==> config.mk <==
export PLATFORM = sky130hd
export DESIGN_NAME = fp_mult_seq
export DESIGN_NICKNAME = d
export VERILOG_FILES = /design/src/rtl/fp_mult_seq.sv
export SDC_FILE = /design/constraint.sdc
export NUM_CORES = 1
export LEC_CHECK = 0
export CAP_MARGIN = 10
export CELL_PAD_IN_SITES_DETAIL_PLACEMENT = 0
export CELL_PAD_IN_SITES_GLOBAL_PLACEMENT = 1
export CORE_ASPECT_RATIO = 0.9
export CORE_UTILIZATION = 45
export CTS_CLUSTER_SIZE = 16
export DETAILED_ROUTE_END_ITERATION = 6
export GPL_TIMING_DRIVEN = 0
export HOLD_SLACK_MARGIN = 0.08
export PLACE_DENSITY_LB_ADDON = 0.12
export SYNTH_ARGS = -nofsm -noshare
export SYNTH_HDL_FRONTEND = slang
export SYNTH_SLANG_ARGS = --single-unit
==> constraint.sdc <==
create_clock -name clk -period 14.1 [get_ports clk]
set_clock_uncertainty 0.15 [all_clocks]
set_input_delay 3.525 -clock clk [delete_from_list [all_inputs] [get_ports clk]]
set_output_delay 3.525 -clock clk [all_outputs]
set_load 0.02 [all_outputs]
==> src/rtl/fp_mult_seq.sv <==
// Sequencer for a binary32 multiply around an external mantissa multiplier datapath.
// Define FP_MULT_SEQ_FLAGS_EN to add the {invalid, overflow, underflow, inexact} flags output.
module fp_mult_seq #(
   parameter int MUL_LATENCY = 1
) (
   input  logic        clk,
   input  logic        rst,
   input  logic        in_valid,
   output logic        in_ready,
   input  logic [31:0] op_a,
   input  logic [31:0] op_b,
   output logic        mul_sign_a,
   output logic        mul_sign_b,
   output logic [7:0]  mul_exp_a,
   output logic [7:0]  mul_exp_b,
   output logic [23:0] mul_mant_a,
   output logic [23:0] mul_mant_b,
   input  logic [47:0] mul_product,
   output logic        out_valid,
   input  logic        out_ready,
`ifdef FP_MULT_SEQ_FLAGS_EN
   output logic [3:0]  flags,
`endif
   output logic [31:0] result
);

   typedef enum logic [2:0] {IDLE, MUL, NORM, RND, DONE} state_t;
   typedef enum logic [1:0] {SP_NONE, SP_NAN, SP_INF, SP_ZERO} special_t;

   localparam logic [3:0] LAT = 4'(MUL_LATENCY);

   state_t          state, next_state;
   special_t        special_in, special_reg;
   logic [3:0]      wait_cnt;
   logic [31:0]     a_reg, b_reg;
   logic [47:0]     prod_reg;
   logic [22:0]     mant_reg, mant_rnd;
   logic            guard_reg, sticky_reg;
   logic signed [9:0] exp_reg, exp_sum, exp_fin;
   logic            round_up, carry, sign, ovf, unf;
   logic [31:0]     packed_res;

   logic a_max, b_max, a_nz, b_nz, a_zero, b_zero, a_inf, b_inf, a_nan, b_nan;
   assign a_max  = &op_a[30:23];
   assign b_max  = &op_b[30:23];
   assign a_nz   = |op_a[22:0];
   assign b_nz   = |op_b[22:0];
   assign a_zero = ~|op_a[30:23];
   assign b_zero = ~|op_b[30:23];
   assign a_inf  = a_max & ~a_nz;
   assign b_inf  = b_max & ~b_nz;
   assign a_nan  = a_max & a_nz;
   assign b_nan  = b_max & b_nz;

   // Special operands are classified at accept; the multiply is still sequenced so latency is fixed.
   always_comb begin
      special_in = SP_NONE;
      if (a_nan || b_nan || (a_inf && b_zero) || (b_inf && a_zero))
         special_in = SP_NAN;
      else if (a_inf || b_inf)
         special_in = SP_INF;
      else if (a_zero || b_zero)
         special_in = SP_ZERO;
   end

`ifdef FP_MULT_SEQ_FLAGS_EN
   logic invalid_in, invalid_reg;
   assign invalid_in = (a_nan && !op_a[22]) || (b_nan && !op_b[22]) ||
                       (a_inf && b_zero) || (b_inf && a_zero);
`endif

   always_ff @(posedge clk or posedge rst) begin
      if (rst) state <= IDLE;
      else     state <= next_state;
   end

   always_comb begin
      next_state = state;
      case (state)
         IDLE: if (in_valid) next_state = MUL;
         MUL:  if (wait_cnt == LAT) next_state = NORM;
         NORM: next_state = RND;
         RND:  next_state = DONE;
         DONE: if (out_ready) next_state = IDLE;
         default: next_state = IDLE;
      endcase
   end

   always_comb begin
      in_ready  = (state == IDLE);
      out_valid = (state == DONE);
   end

   assign exp_sum = $signed({2'b00, a_reg[30:23]}) + $signed({2'b00, b_reg[30:23]}) - 10'sd127;
   assign sign    = a_reg[31] ^ b_reg[31];

   // Rounding and final packing; a carry out of the fraction leaves it zero and bumps the exponent.
   always_comb begin
      round_up          = guard_reg & (sticky_reg | mant_reg[0]);
      {carry, mant_rnd} = {1'b0, mant_reg} + 24'(round_up);
      exp_fin           = exp_reg + 10'(carry);
      ovf               = (exp_fin >= 10'sd255);
      unf               = (exp_fin <= 10'sd0);
      case (special_reg)
         SP_NAN:  packed_res = 32'h7FC0_0000;
         SP_INF:  packed_res = {sign, 8'hFF, 23'd0};
         SP_ZERO: packed_res = {sign, 31'd0};
         default: begin
            if (ovf)      packed_res = {sign, 8'hFF, 23'd0};
            else if (unf) packed_res = {sign, 31'd0};
            else          packed_res = {sign, exp_fin[7:0], mant_rnd};
         end
      endcase
   end

   always_ff @(posedge clk or posedge rst) begin
      if (rst) begin
         a_reg       <= '0;
         b_reg       <= '0;
         special_reg <= SP_NONE;
         wait_cnt    <= '0;
         mul_sign_a  <= 1'b0;
         mul_sign_b  <= 1'b0;
         mul_exp_a   <= '0;
         mul_exp_b   <= '0;
         mul_mant_a  <= '0;
         mul_mant_b  <= '0;
         prod_reg    <= '0;
         mant_reg    <= '0;
         guard_reg   <= 1'b0;
         sticky_reg  <= 1'b0;
         exp_reg     <= '0;
         result      <= '0;
`ifdef FP_MULT_SEQ_FLAGS_EN
         invalid_reg <= 1'b0;
         flags       <= '0;
`endif
      end else begin
         case (state)
            IDLE: if (in_valid) begin
               a_reg       <= op_a;
               b_reg       <= op_b;
               special_reg <= special_in;
               wait_cnt    <= '0;
`ifdef FP_MULT_SEQ_FLAGS_EN
               invalid_reg <= invalid_in;
`endif
            end
            MUL: begin
               if (wait_cnt == 4'd0) begin
                  mul_sign_a <= a_reg[31];
                  mul_sign_b <= b_reg[31];
                  mul_exp_a  <= a_reg[30:23];
                  mul_exp_b  <= b_reg[30:23];
                  mul_mant_a <= {|a_reg[30:23], a_reg[22:0]};
                  mul_mant_b <= {|b_reg[30:23], b_reg[22:0]};
               end
               if (wait_cnt == LAT) begin
                  prod_reg <= mul_product;
                  wait_cnt <= '0;
               end else begin
                  wait_cnt <= wait_cnt + 4'd1;
               end
            end
            NORM: begin
               if (prod_reg[47]) begin
                  mant_reg   <= prod_reg[46:24];
                  guard_reg  <= prod_reg[23];
                  sticky_reg <= |prod_reg[22:0];
                  exp_reg    <= exp_sum + 10'sd1;
               end else begin
                  mant_reg   <= prod_reg[45:23];
                  guard_reg  <= prod_reg[22];
                  sticky_reg <= |prod_reg[21:0];
                  exp_reg    <= exp_sum;
               end
            end
            RND: begin
               result <= packed_res;
`ifdef FP_MULT_SEQ_FLAGS_EN
               flags  <= {invalid_reg,
                          (special_reg == SP_NONE) & ovf,
                          (special_reg == SP_NONE) & unf,
                          (special_reg == SP_NONE) & (guard_reg | sticky_reg | ovf | unf)};
`endif
            end
            default: ;
         endcase
      end
   end

endmodule

# Word-level counts from Yosys, hierarchy flattened
# Index checks and enable logic that the tools add are counted.
# classes
addsub	6
order_cmp	2
n_eq_ne	11
muxes	17
bitwise_logic	9
reduce_logical	27
# ops
op	count
one-hot mux 32 bit (3 select lines)	1
OR reduction 23 bit	3
2-to-1 mux 31 bit	2
OR reduction 8 bit	4
adder 23 x 1 -> 24 bit	1
2-to-1 mux 23 bit	1
OR reduction 22 bit	1
AND reduction 8 bit	2
one-hot mux 3 bit (5 select lines)	1
adder 10 x 1 -> 10 bit	1
adder 10 x 2 -> 10 bit, second input constant	1
>= comparator 10 x 9 -> 1 bit, second input constant	1
less-or-equal comparator 10 x 1 -> 1 bit, second input constant	1
2-to-1 mux 10 bit	1
subtractor 9 x 7 -> 10 bit, second input constant	1
adder 8 x 8 -> 9 bit	1
2-to-1 mux 3 bit	3
2-to-1 mux 4 bit	2
one-hot mux 4 bit (2 select lines)	1
AND reduction 2 bit	4
equality test 3 x 2 -> 1 bit, second input constant	2
2-to-1 mux 2 bit	3
bitwise AND 1 bit	5
logical OR 1 bit	5
18 further kinds	24
# word_totals
regBits	254
in_bits	116
out_inout_bits	100
word_cells	89

# Logic depth before layout (Yosys ltp)
# Gate-level depths: netlist (run 1).
# logic_depth
word_depth	8
ltp_mapped	15
mapped_depth_nobuf	13

# Worst setup path after synthesis (run 1)
# Ideal clock, no wire load.
# synth_path
path_kind	input port to flip-flop
from	in in_valid
to	reg a_reg[0]
setup_ps	125
arrival_ps	4480
required_time_ps	13825
slack_ps	9345
path_stages	3
path_buffers	1
path_cell_list	nand2_1 clkbuf_1 mux2_2
# synth_via
elab_chain_len	1
# synth_lines
element	line	source
from (decl)	8	input logic in_valid,
AND reduction 2 bit (no line)	n/a	
to (signal assigned)	141	a_reg <= op_a;
to (decl)	35	logic [31:0] a_reg, b_reg;
# No other way between the ends.
# A chain may end at the register's enable or synchronous reset.

# Worst setup path after layout (run 1)
# layout_path
from	reg state[2]
to	out in_ready
# layout_via
elab_chain_len	1
# layout_lines
element	line	source
from (decl)	32	state_t state, next_state;
from (signal assigned)	74	else state <= next_state;
logical NOT 3 bit	90	in_ready = (state == IDLE);
to (decl)	9	output logic in_ready,
# No other way between the ends.

==> summary.md, run 1 <==
| Metric | Value |
|---|---|
| Die height | `153 um` |
| CP Launch Type | `flop` |
| Sw Share | `35.8%` |
| Crit path launch | `state[2]` |
| Ys async rst share | `100%` |
| Clock transition at path regs | `0.06 ns` |
| Initial antenna violation count | `0` |
| Area Overhead vs Synth | `31.4%` |
| Gr usage total | `20.5%` |
| Row cnt | `54` |
| Placed inst area | `0.0141 mm2` |
| Vias per std cell | `5.16` |
| Clock root buffer | `clkbuf_16` |
| Logic gate share of total power | `45.0%` |
| Ant. Diodes | `0` |
| Final WL | `25.6 mm` |
| Most common cell after layout, fill and taps aside | `dfrtp_1` |
| Crit path max fanout | `9` |
| WL per Instance | `16.8 um` |
| Gate Count Post-Synth | `929` |
| Most frequent cells in the layout | `dfrtp_1 (254), clkdlybuf4s50_1 (215), mux2_2 (160)` |
| Seq cells post-synth | `254` |
| Final Cell Area | `0.0150 mm2` |
| Worst-Margin Slew | `1.12 ns` |
| Worst Setup End Kind | `output pin` |
| Hold Path Origin | `mul_exp_a[0]` |
| Yosys warnings | `0` |
| Worst path required time | `10.43 ns` |
| Critical path's largest stage delay | `0.71 ns` |
| Total power draw | `3.74 mW` |
| IO Count | `216` |
| Pint | `2.40 mW` |
| Max cap viols | `0` |
| Clock power share | `20.1%` |
| Clk sinks | `254` |
| H-tree depth | `1` |
| Synth Cell Area | `0.0114 mm2` |
| CORE AREA | `0.0246 mm2` |
| Register area share after synthesis | `55.6%` |
| DRT iter0 DRCs | `338` |
| Crit-path leading delay family | `buffers and inverters` |
| Netlist cell types | `56` |
| Ys flop type | `dfrtp_1` |
| DRT Pass-1 Iters | `4` |
| Routed via count | `7887` |
| GR Overflow Total | `0` |
| Final setup fails | `0` |
| Starting Density | `46.5%` |
| Die footprint | `0.0260 mm2` |
| Cts bufs inserted | `27` |
| Status | `finished clean` |
| HP Class | `flop to flop` |
| Placement Setup Slack | `8.41 ns` |
| Worst skew pair latency | `0.52 ns` |
| Relative slew slack | `25.5%` |
| Remaining antenna violation count | `0` |
| Psw | `1.34 mW` |
| Slew Viols, Final | `0` |
| Critical path class | `flop to output pin` |
| Buf/Inv on CP | `2` |
| Number of synthesized flops with an enable pin | `0` |
| Post-route DRC | `0` |
| Routability cong. | `0.804` |
| # fillers | `2071` |
| Setup ws final | `8.18 ns` |
| Critical path, cell by cell | `clkbuf_1 -> nor3_1 -> clkdlybuf4s50_1` |
| First-pass GRT wire length | `42.3 mm` |
| CTS resizes | `0` |
| Flop pwr share | `34.8%` |
| Layout cells sized above 1 | `20.4%` |
| Max reg flops | `48` |
| CTS tree | `yes` |
| Avg Cell Area, Syn | `12.3 um2` |
| Critical path data arrival time | `2.25 ns` |
| PortBufs | `215` |
| Max Clk Rate | `169 MHz` |
| VDD IR max | `0.000139 V` |
| Period Utilization, post-route | `42.0%` |
| Largest net degree at the start of global routing | `113` |
| Die X | `170 um` |
| Nets | `1316` |
| Lkg Pwr | `6.38 nW` |
| Synthesized Nets | `1070` |
| Number of global-route vias before repair | `7894` |
| Power Dens Cells | `249 mW/mm2` |
| R2R Path Start | `mant_reg[0]` |
| Area of the multi-input gates | `0.00482 mm2` |
| Final hold violations | `0` |
| CP max-delay cell | `clkdlybuf4s50_1` |
| Sum of negative setup slack | `0 ns` |
| Hold buffers post-CTS | `0` |
| Detailed placement HPWL | `19.2 mm` |
| Post-CTS Setup Inserts | `0` |
| Clock tree buffer depth | `3` |
| Post-layout min period | `5.92 ns` |
| RSZ-0062 raised after global routing | `no` |
| Register area | `0.00636 mm2` |
## per-stage QoR
| stage | hold WS (ns) | instances | util [%] |
|---|---|---|---|
| global route | 0.349 | 1529 | 61.1 |
| floorplan | 0.300 | 929 | - |
| detailed placement | 0.315 | 1482 | 57.2 |
| global placement | 0.308 | 1480 | 56.9 |
| CTS | 0.329 | 1529 | 61.1 |
| finish | 0.325 | 1529 | 61.1 |
## cell usage after synthesis, types with 9 or more instances
cell type,number,area (um2)
dfrtp_1,254,6360
mux2_2,160,1800
nand2_1,95,357
o21ai_0,49,245
nor2_1,31,116
xor2_1,31,272
mux2i_1,26,260
clkbuf_1,25,93.8
ha_1,24,300
nor4_1,19,119
inv_1,18,67.6
nand3_1,18,90.1
o21ai_2,18,158
xnor2_1,14,123
nand4_1,13,81.3
nor3_1,11,55.1
a21oi_1,10,50.1
buf_2,9,45.0
mux2_1,9,101
o21ai_1,9,45.0
## path summary, 6_finish.rpt
check	cells after the start	to	slack, ns
setup reg to reg	14	result[11]	10.16
min in group asynchronous	2	mul_mant_a[20]	3.25
setup / recovery	3	in_ready	8.18
hold / removal	2	mul_exp_a[0]	0.32
max in group asynchronous	4	mant_reg[9]	9.23
hold reg to reg	2	mul_exp_a[0]	0.32
## cell families after synthesis
| logic type | Yosys count | synth area share, % |
|---|---|---|
| flops | 254 | 55.6 |
| simple gates | 232 | 10.3 |
| mux | 195 | 18.9 |
| compound gates | 118 | 6.67 |
| buf+inv | 60 | 2.20 |
| xor+xnor | 45 | 3.45 |
| fa+ha+maj | 25 | 2.80 |
## metal layers
layer / GRT usage, % / up-vias / part of all wire, %
li1: - / 3816 / -
met1: 28.5 / 3870 / 46
met2: 32.6 / 166 / 46
met3: 5.13 / 35 / 6.1
met4: 4.38 / 0 / 2.2
met5: 0 / - / 0
## worst reg2reg max path, stage by stage, from the launching register on
cell and delay (ns):
dfrtp_1 0.36, o21a_1 0.13, ha_1 0.23, and4_1 0.31, and2_1 0.32, and4_1 0.25
ha_1 0.26, ha_1 0.17, buf_2 0.18, nand4_1 0.12, xor2_1 0.30, o31ai_1 0.14
or4_4 0.60, buf_6 0.20, o21ai_2 0.13
## layout make-up
cell class                      count  area share (%)
Sequential cell                   254            42.3
Inverter                           18           0.500
Clock buffer                       41            5.51
Timing Repair Buffer              217            14.7
Buffer                             42            1.22
Clock inverter                      6           0.866
Tap cell                          336            2.80
Multi-Input combinational cell    615            32.1
## power by group through the flow
| stage | Clock (mW) | Sequential [mW] | Combinational, mW |
|---|---|---|---|
| final | 0.752 | 1.30 | 1.68 |
| after CTS | 0.769 | 1.31 | 1.70 |
| after global routing | 0.798 | 1.35 | 1.85 |
| after detailed placement | 0 | 1.32 | 1.70 |
| after floorplan | 0 | 1.42 | 1.02 |
| after global placement | 0 | 1.31 | 1.67 |
Power figures use the tool's default switching activity.
==> run 2: changes to the inputs <==
--- a/config.mk
+++ b/config.mk
@@ -9,7 +9,7 @@
 export CELL_PAD_IN_SITES_DETAIL_PLACEMENT = 0
 export CELL_PAD_IN_SITES_GLOBAL_PLACEMENT = 1
 export CORE_ASPECT_RATIO = 0.9
-export CORE_UTILIZATION = 45
+export CORE_UTILIZATION = 42
 export CTS_CLUSTER_SIZE = 16
 export DETAILED_ROUTE_END_ITERATION = 6
 export GPL_TIMING_DRIVEN = 0
==> constraint.sdc (replaced) <==
create_clock -name clk -period 5.81 [get_ports clk]
set_clock_uncertainty 0.15 [all_clocks]
set_input_delay 1.4525 -clock clk [delete_from_list [all_inputs] [get_ports clk]]
set_output_delay 1.4525 -clock clk [all_outputs]
set_load 0.02 [all_outputs]
==> run 2 against run 1 <==
Compared with the run above:
- total power grew 140%
- setup slack lost 6.2 ns
- non-clock buffer count grew 4
- critical endpoint is now result[9]
==> summary.md, run 2 (same netlist as run 1, synthesis figures left out) <==
| Metric | Value |
|---|---|
| Initial antenna violation count | `0 (unchanged)` |
| Vias per std cell | `5.10 (was 5.16)` |
| Power Dens Cells | `599 mW/mm2 (was 249 mW/mm2)` |
| Max Clk Rate | `259 MHz` |
| Routability cong. | `0.824 (was 0.804)` |
| Die X | `176 um (was 170 um)` |
| Ant. Diodes | `0 (unchanged)` |
| Detailed placement HPWL | `20.0 mm (was 19.2 mm)` |
| Worst Setup End Kind | `flop (was output pin)` |
| Period Utilization, post-route | `66.6%` |
| Total power draw | `9.00 mW (was 3.74 mW)` |
| H-tree depth | `1 (unchanged)` |
| Worst path required time | `6.12 ns (was 10.43 ns)` |
| Row cnt | `56 (was 54)` |
| Clock tree buffer depth | `3 (unchanged)` |
| Most frequent cells in the layout | `dfrtp_1 (254), clkdlybuf4s50_1 (215), mux2_2 (160) (unchanged)` |
| CORE AREA | `0.0264 mm2 (was 0.0246 mm2)` |
| Final WL | `26.7 mm (was 25.6 mm)` |
| Starting Density | `43.3% (was 46.5%)` |
| CP Launch Type | `flop (unchanged)` |
| First-pass GRT wire length | `43.4 mm (was 42.3 mm)` |
| CTS resizes | `0 (unchanged)` |
| Largest net degree at the start of global routing | `43 (was 113)` |
| Lkg Pwr | `6.38 nW (about the same)` |
| Met1 Usage GRT | `27.9% (was 28.5%)` |
| Post-route DRC | `0 (unchanged)` |
| DRT Pass-1 Iters | `4 (unchanged)` |
| Relative slew slack | `28.2% (was 25.5%)` |
| GR Util met2 | `30.6% (was 32.6%)` |
| Max reg flops | `48 (unchanged)` |
| Nets | `1321 (was 1316)` |
| Layout cells sized above 1 | `20.6% (was 20.4%)` |
| GR Overflow Total | `0 (unchanged)` |
| Clk sinks | `254 (unchanged)` |
| Top Usage Layer GRT | `met2 (unchanged)` |
| WL per Instance | `17.3 um (was 16.8 um)` |
| Area Overhead vs Synth | `31.6% (was 31.4%)` |
| Die footprint | `0.0279 mm2 (was 0.0260 mm2)` |
| Cell Count, Final, Fillers Out | `1548 (was 1529)` |
| Met3 usage | `5.09% (was 5.13%)` |
| HP Class | `flop to flop (unchanged)` |
| Critical path data arrival time | `4.18 ns (was 2.25 ns)` |
| Final hold violations | `0 (unchanged)` |
| Status | `finished clean (unchanged)` |
| Most common cell after layout, fill and taps aside | `dfrtp_1 (unchanged)` |
| Worst skew pair latency | `0.53 ns (was 0.52 ns)` |
| Crit path max fanout | `10 (was 9)` |
| Slew Viols, Final | `0 (unchanged)` |
| DRT iter0 DRCs | `283 (was 338)` |
| PortBufs | `215 (unchanged)` |
| Post-layout min period | `3.87 ns` |
| Cts bufs inserted | `28 (was 27)` |
| Gr usage total | `19.8% (was 20.5%)` |
| Post-CTS Setup Inserts | `0 (unchanged)` |
| Clock root buffer | `clkbuf_16 (unchanged)` |
| Max cap viols | `0 (unchanged)` |
| VDD IR max | `0.000315 V (was 0.000139 V)` |
| IO Count | `216 (unchanged)` |
| Die height | `158 um (was 153 um)` |
| Worst-Margin Slew | `1.07 ns (was 1.12 ns)` |
| CTS tree | `yes (unchanged)` |
| Critical path class | `flop to flop (was flop to output pin)` |
| Final setup fails | `0 (unchanged)` |
| Remaining antenna violation count | `0 (unchanged)` |
| Routed via count | `7891 (was 7887)` |
| RSZ-0062 raised after global routing | `no (unchanged)` |
| Hold buffers post-CTS | `0 (unchanged)` |
| Clock transition at path regs | `0.06 ns (about the same)` |
| Sum of negative setup slack | `0 ns (unchanged)` |
| Number of global-route vias before repair | `7991 (was 7894)` |
| Cell count after placement | `1498 (was 1482)` |
[run 2: path summary, 6_finish.rpt]
path / from / endpoint / slack [ns] / cells after the start
max in group asynchronous: rst / guard_reg / 3.15 / 5
min in group asynchronous: rst / mul_mant_a[21] / 1.22 / 2
hold reg to reg: mul_exp_a[7] / mul_exp_a[7] / 0.33 / 2
hold / removal: mul_exp_a[7] / mul_exp_a[7] / 0.33 / 2
setup / recovery: mant_reg[0] / result[9] / 1.94 / 14
setup reg to reg: mant_reg[0] / result[9] / 1.94 / 14
[run 2: layer usage]
metal,part of all wire [%],routed length (um)
met1,48,12700
met2,44,11700
met3,6.3,1680
met4,2.2,580
met5,0,0
[run 2: cell type report]
class	instances	area, um2
well taps	348	435
clock buffers	42	835
flip-flops and latches	254	6360
inverters	18	71.3
repair buffers	221	2270
fillers	2283	11400
plain buffers	42	184
clock inverters	8	67.6
multi-input cells	615	4820
[run 2: worst max-delay path, stage by stage, from the launching register on]
cell,delay [ns]
dfrtp_1,0.36
o21a_1,0.13
ha_1,0.22
and4_1,0.31
and2_1,0.33
and4_1,0.23
ha_1,0.25
ha_1,0.17
buf_2,0.17
nand4_1,0.12
xor2_1,0.29
o31ai_1,0.13
or4_4,0.59
buf_6,0.19
o21ai_2,0.14
[run 2: metrics by stage]
stage                     worst slack, ns  cell area [um2]  hold WS (ns)  util (%)
after floorplan                     0.864            11400         0.300         -
after global placement              -1.12            14000         0.308      53.1
after detailed placement             1.95            14100         0.317      53.5
after CTS                            1.94            15000         0.331      56.9
after global routing                 1.71            15000         0.349      56.9
final                                1.94            15000         0.325      56.9
[run 2: power breakdown]
group / total (mW) / leakage [nW] / internal (mW) / switching [mW]
registers: 3.17 / 3.09 / 2.63 / 0.539
logic: 4.11 / 2.84 / 2.05 / 2.06
clock network: 1.73 / 0.447 / 1.03 / 0.699
==> run 3: changes to the inputs <==
==> constraint.sdc (replaced) <==
create_clock -name clk -period 3.9 [get_ports clk]
set_clock_uncertainty 0.15 [all_clocks]
set_input_delay 0.975 -clock clk [delete_from_list [all_inputs] [get_ports clk]]
set_output_delay 0.975 -clock clk [all_outputs]
set_load 0.02 [all_outputs]
==> run 3 against run 2 <==
Compared with the run above:
- register-to-register slack got worse by 1.7 ns
- critical endpoint unchanged
- die area unchanged
- total power rose by 49%
- largest power group unchanged
- highest routed layer unchanged
- routed wire length down 0.10%
- final cell count did not move
- maximum frequency rose by 4.5%
==> summary.md, run 3 (same netlist as run 1, synthesis figures left out) <==
| Metric | Value |
|---|---|
| RSZ-0062 raised after global routing | `no (unchanged)` |
| Die X | `176 um (unchanged)` |
| Starting Density | `43.3% (unchanged)` |
| CP Launch Type | `flop (unchanged)` |
| Reg2Reg Depth | `14 (unchanged)` |
| Slew Viols, Final | `0 (unchanged)` |
| Detailed placement HPWL | `20.0 mm (unchanged)` |
| VDD IR max | `0.000469 V (was 0.000315 V)` |
| Final Util | `57.0% (was 56.9%)` |
| H-tree depth | `1 (unchanged)` |
| Clock tree buffer depth | `3 (unchanged)` |
| HP Class | `flop to flop (unchanged)` |
| Number of global-route vias before repair | `7991 (unchanged)` |
| Clock transition at path regs | `0.06 ns (about the same)` |
| Hold Path Origin | `mul_exp_a[7] (unchanged)` |
| Max reg flops | `48 (unchanged)` |
| Placement Setup Slack | `0.0395 ns (was 1.95 ns)` |
| CTS tree | `yes (unchanged)` |
| Lkg Pwr | `6.37 nW (was 6.38 nW)` |
| Critical path class | `flop to flop (unchanged)` |
| Power Dens Cells | `891 mW/mm2 (was 599 mW/mm2)` |
| Worst skew pair latency | `0.53 ns (about the same)` |
| GR Overflow Total | `0 (unchanged)` |
| Max cap viols | `0 (unchanged)` |
| WL per Instance | `17.2 um (was 17.3 um)` |
| Setup ws final | `0.198 ns (was 1.94 ns)` |
| Nets | `1321 (unchanged)` |
| Clock root buffer | `clkbuf_16 (unchanged)` |
| DRT Pass-1 Iters | `4 (unchanged)` |
| Die height | `158 um (unchanged)` |
| Crit path launch | `mant_reg[0] (unchanged)` |
| Routability cong. | `0.824 (unchanged)` |
| Vias per std cell | `5.09 (was 5.10)` |
| Critical path data arrival time | `4.01 ns (was 4.18 ns)` |
| PortBufs | `215 (unchanged)` |
| CORE AREA | `0.0264 mm2 (unchanged)` |
| Gr usage total | `19.8% (unchanged)` |
| Ant. Diodes | `0 (unchanged)` |
| Largest net degree at the start of global routing | `43 (unchanged)` |
| Final setup fails | `0 (unchanged)` |
| Reg-to-reg critical path endpoint | `result[9] (unchanged)` |
| Cts bufs inserted | `28 (unchanged)` |
| Final hold violations | `0 (unchanged)` |
| Worst reg2reg setup slack | `0.20 ns (was 1.94 ns)` |
| Crit path max fanout | `10 (unchanged)` |
| Row cnt | `56 (unchanged)` |
| Clk sinks | `254 (unchanged)` |
| Status | `finished clean (unchanged)` |
| Hold Path Stages | `2 (unchanged)` |
| Die footprint | `0.0279 mm2 (unchanged)` |
| Initial antenna violation count | `0 (unchanged)` |
| Layout cells sized above 1 | `21.0% (was 20.6%)` |
| Routed via count | `7873 (was 7891)` |
| Hold path endpoint | `mul_exp_a[7] (unchanged)` |
| Most common cell after layout, fill and taps aside | `dfrtp_1 (unchanged)` |
| Period Utilization, post-route | `94.9% (was 66.6%)` |
| Worst Setup End Kind | `flop (unchanged)` |
| Post-layout min period | `3.70 ns (was 3.87 ns)` |
| Final WL | `26.7 mm (about the same)` |
| Relative slew slack | `29.4% (was 28.2%)` |
| Post-route DRC | `0 (unchanged)` |
| Worst-Margin Slew | `1.06 ns (was 1.07 ns)` |
| Worst path required time | `4.21 ns (was 6.12 ns)` |
| R2R Path Start | `mant_reg[0] (unchanged)` |
| Most frequent cells in the layout | `dfrtp_1 (254), clkdlybuf4s50_1 (215), mux2_2 (160) (unchanged)` |
| Hold buffers post-CTS | `0 (unchanged)` |
| DRT iter0 DRCs | `274 (was 283)` |
| Area Overhead vs Synth | `31.8% (was 31.6%)` |
| Max Clk Rate | `270 MHz (was 259 MHz)` |
| First-pass GRT wire length | `43.4 mm (unchanged)` |
| CTS resizes | `0 (unchanged)` |
| Post-CTS Setup Inserts | `0 (unchanged)` |
| IO Count | `216 (unchanged)` |
| Remaining antenna violation count | `0 (unchanged)` |
## run 3: per-stage QoR
| step | instance area [um2] | TNS, ns | total power [mW] | cells | hold WS, ns |
|---|---|---|---|---|---|
| CTS | 15000 | 0 | 13.6 | 1548 | 0.331 |
| finish | 15100 | 0 | 13.4 | 1548 | 0.325 |
| global placement | 14000 | -641.09 | 10.8 | 1492 | 0.308 |
| global route | 15100 | 0 | 14.4 | 1548 | 0.349 |
| floorplan | 11400 | -144.44 | 8.81 | 929 | 0.300 |
| detailed placement | 14100 | 0 | 10.9 | 1498 | 0.317 |
## run 3: how the worst max path moves through the flow
stage / end / slack (ns)
final: result[9] / 0.20
after global routing: result[10] / 0.02
after CTS: result[9] / 0.03
after detailed placement: result[9] / 0.04
after global placement: prod_reg[30] / -2.55
after floorplan: a_reg[0] / -0.57
## run 3: report_power, final
group,switching (mW),internal (mW),leakage (nW)
clock network,1.04,1.53,0.447
registers,0.804,3.91,3.09
logic,3.07,3.06,2.84
## run 3: area by class of cell
cell class / instances / area (um2)
Timing Repair Buffer: 221 / 2270
Multi-Input combinational cell: 615 / 4830
Buffer: 42 / 184
Tap cell: 348 / 435
Clock inverter: 8 / 67.6
Sequential cell: 254 / 6360
Fill cell: 2282 / 11400
Clock buffer: 42 / 835
Inverter: 18 / 71.3
## run 3: critical path, stage by stage (launching register included)
cell     delay (ns)
dfrtp_1        0.39
o21a_1         0.19
ha_1           0.23
and4_2         0.28
and2_2         0.24
and4_1         0.22
ha_2           0.20
ha_1           0.17
buf_2          0.16
nand2_1        0.08
xor2_1         0.27
o31ai_1        0.13
or4_4          0.59
buf_6          0.19
o21ai_2        0.14
## run 3: layer usage
layer / vias to the layer above / wire, um / part of all wire, % / track usage [%]
li1: 3822 / - / - / -
met1: 3838 / 12600 / 47 / 27.9
met2: 174 / 11700 / 44 / 30.6
met3: 39 / 1760 / 6.6 / 5.09
met4: 0 / 580 / 2.2 / 4.84
met5: - / 0 / 0 / 0
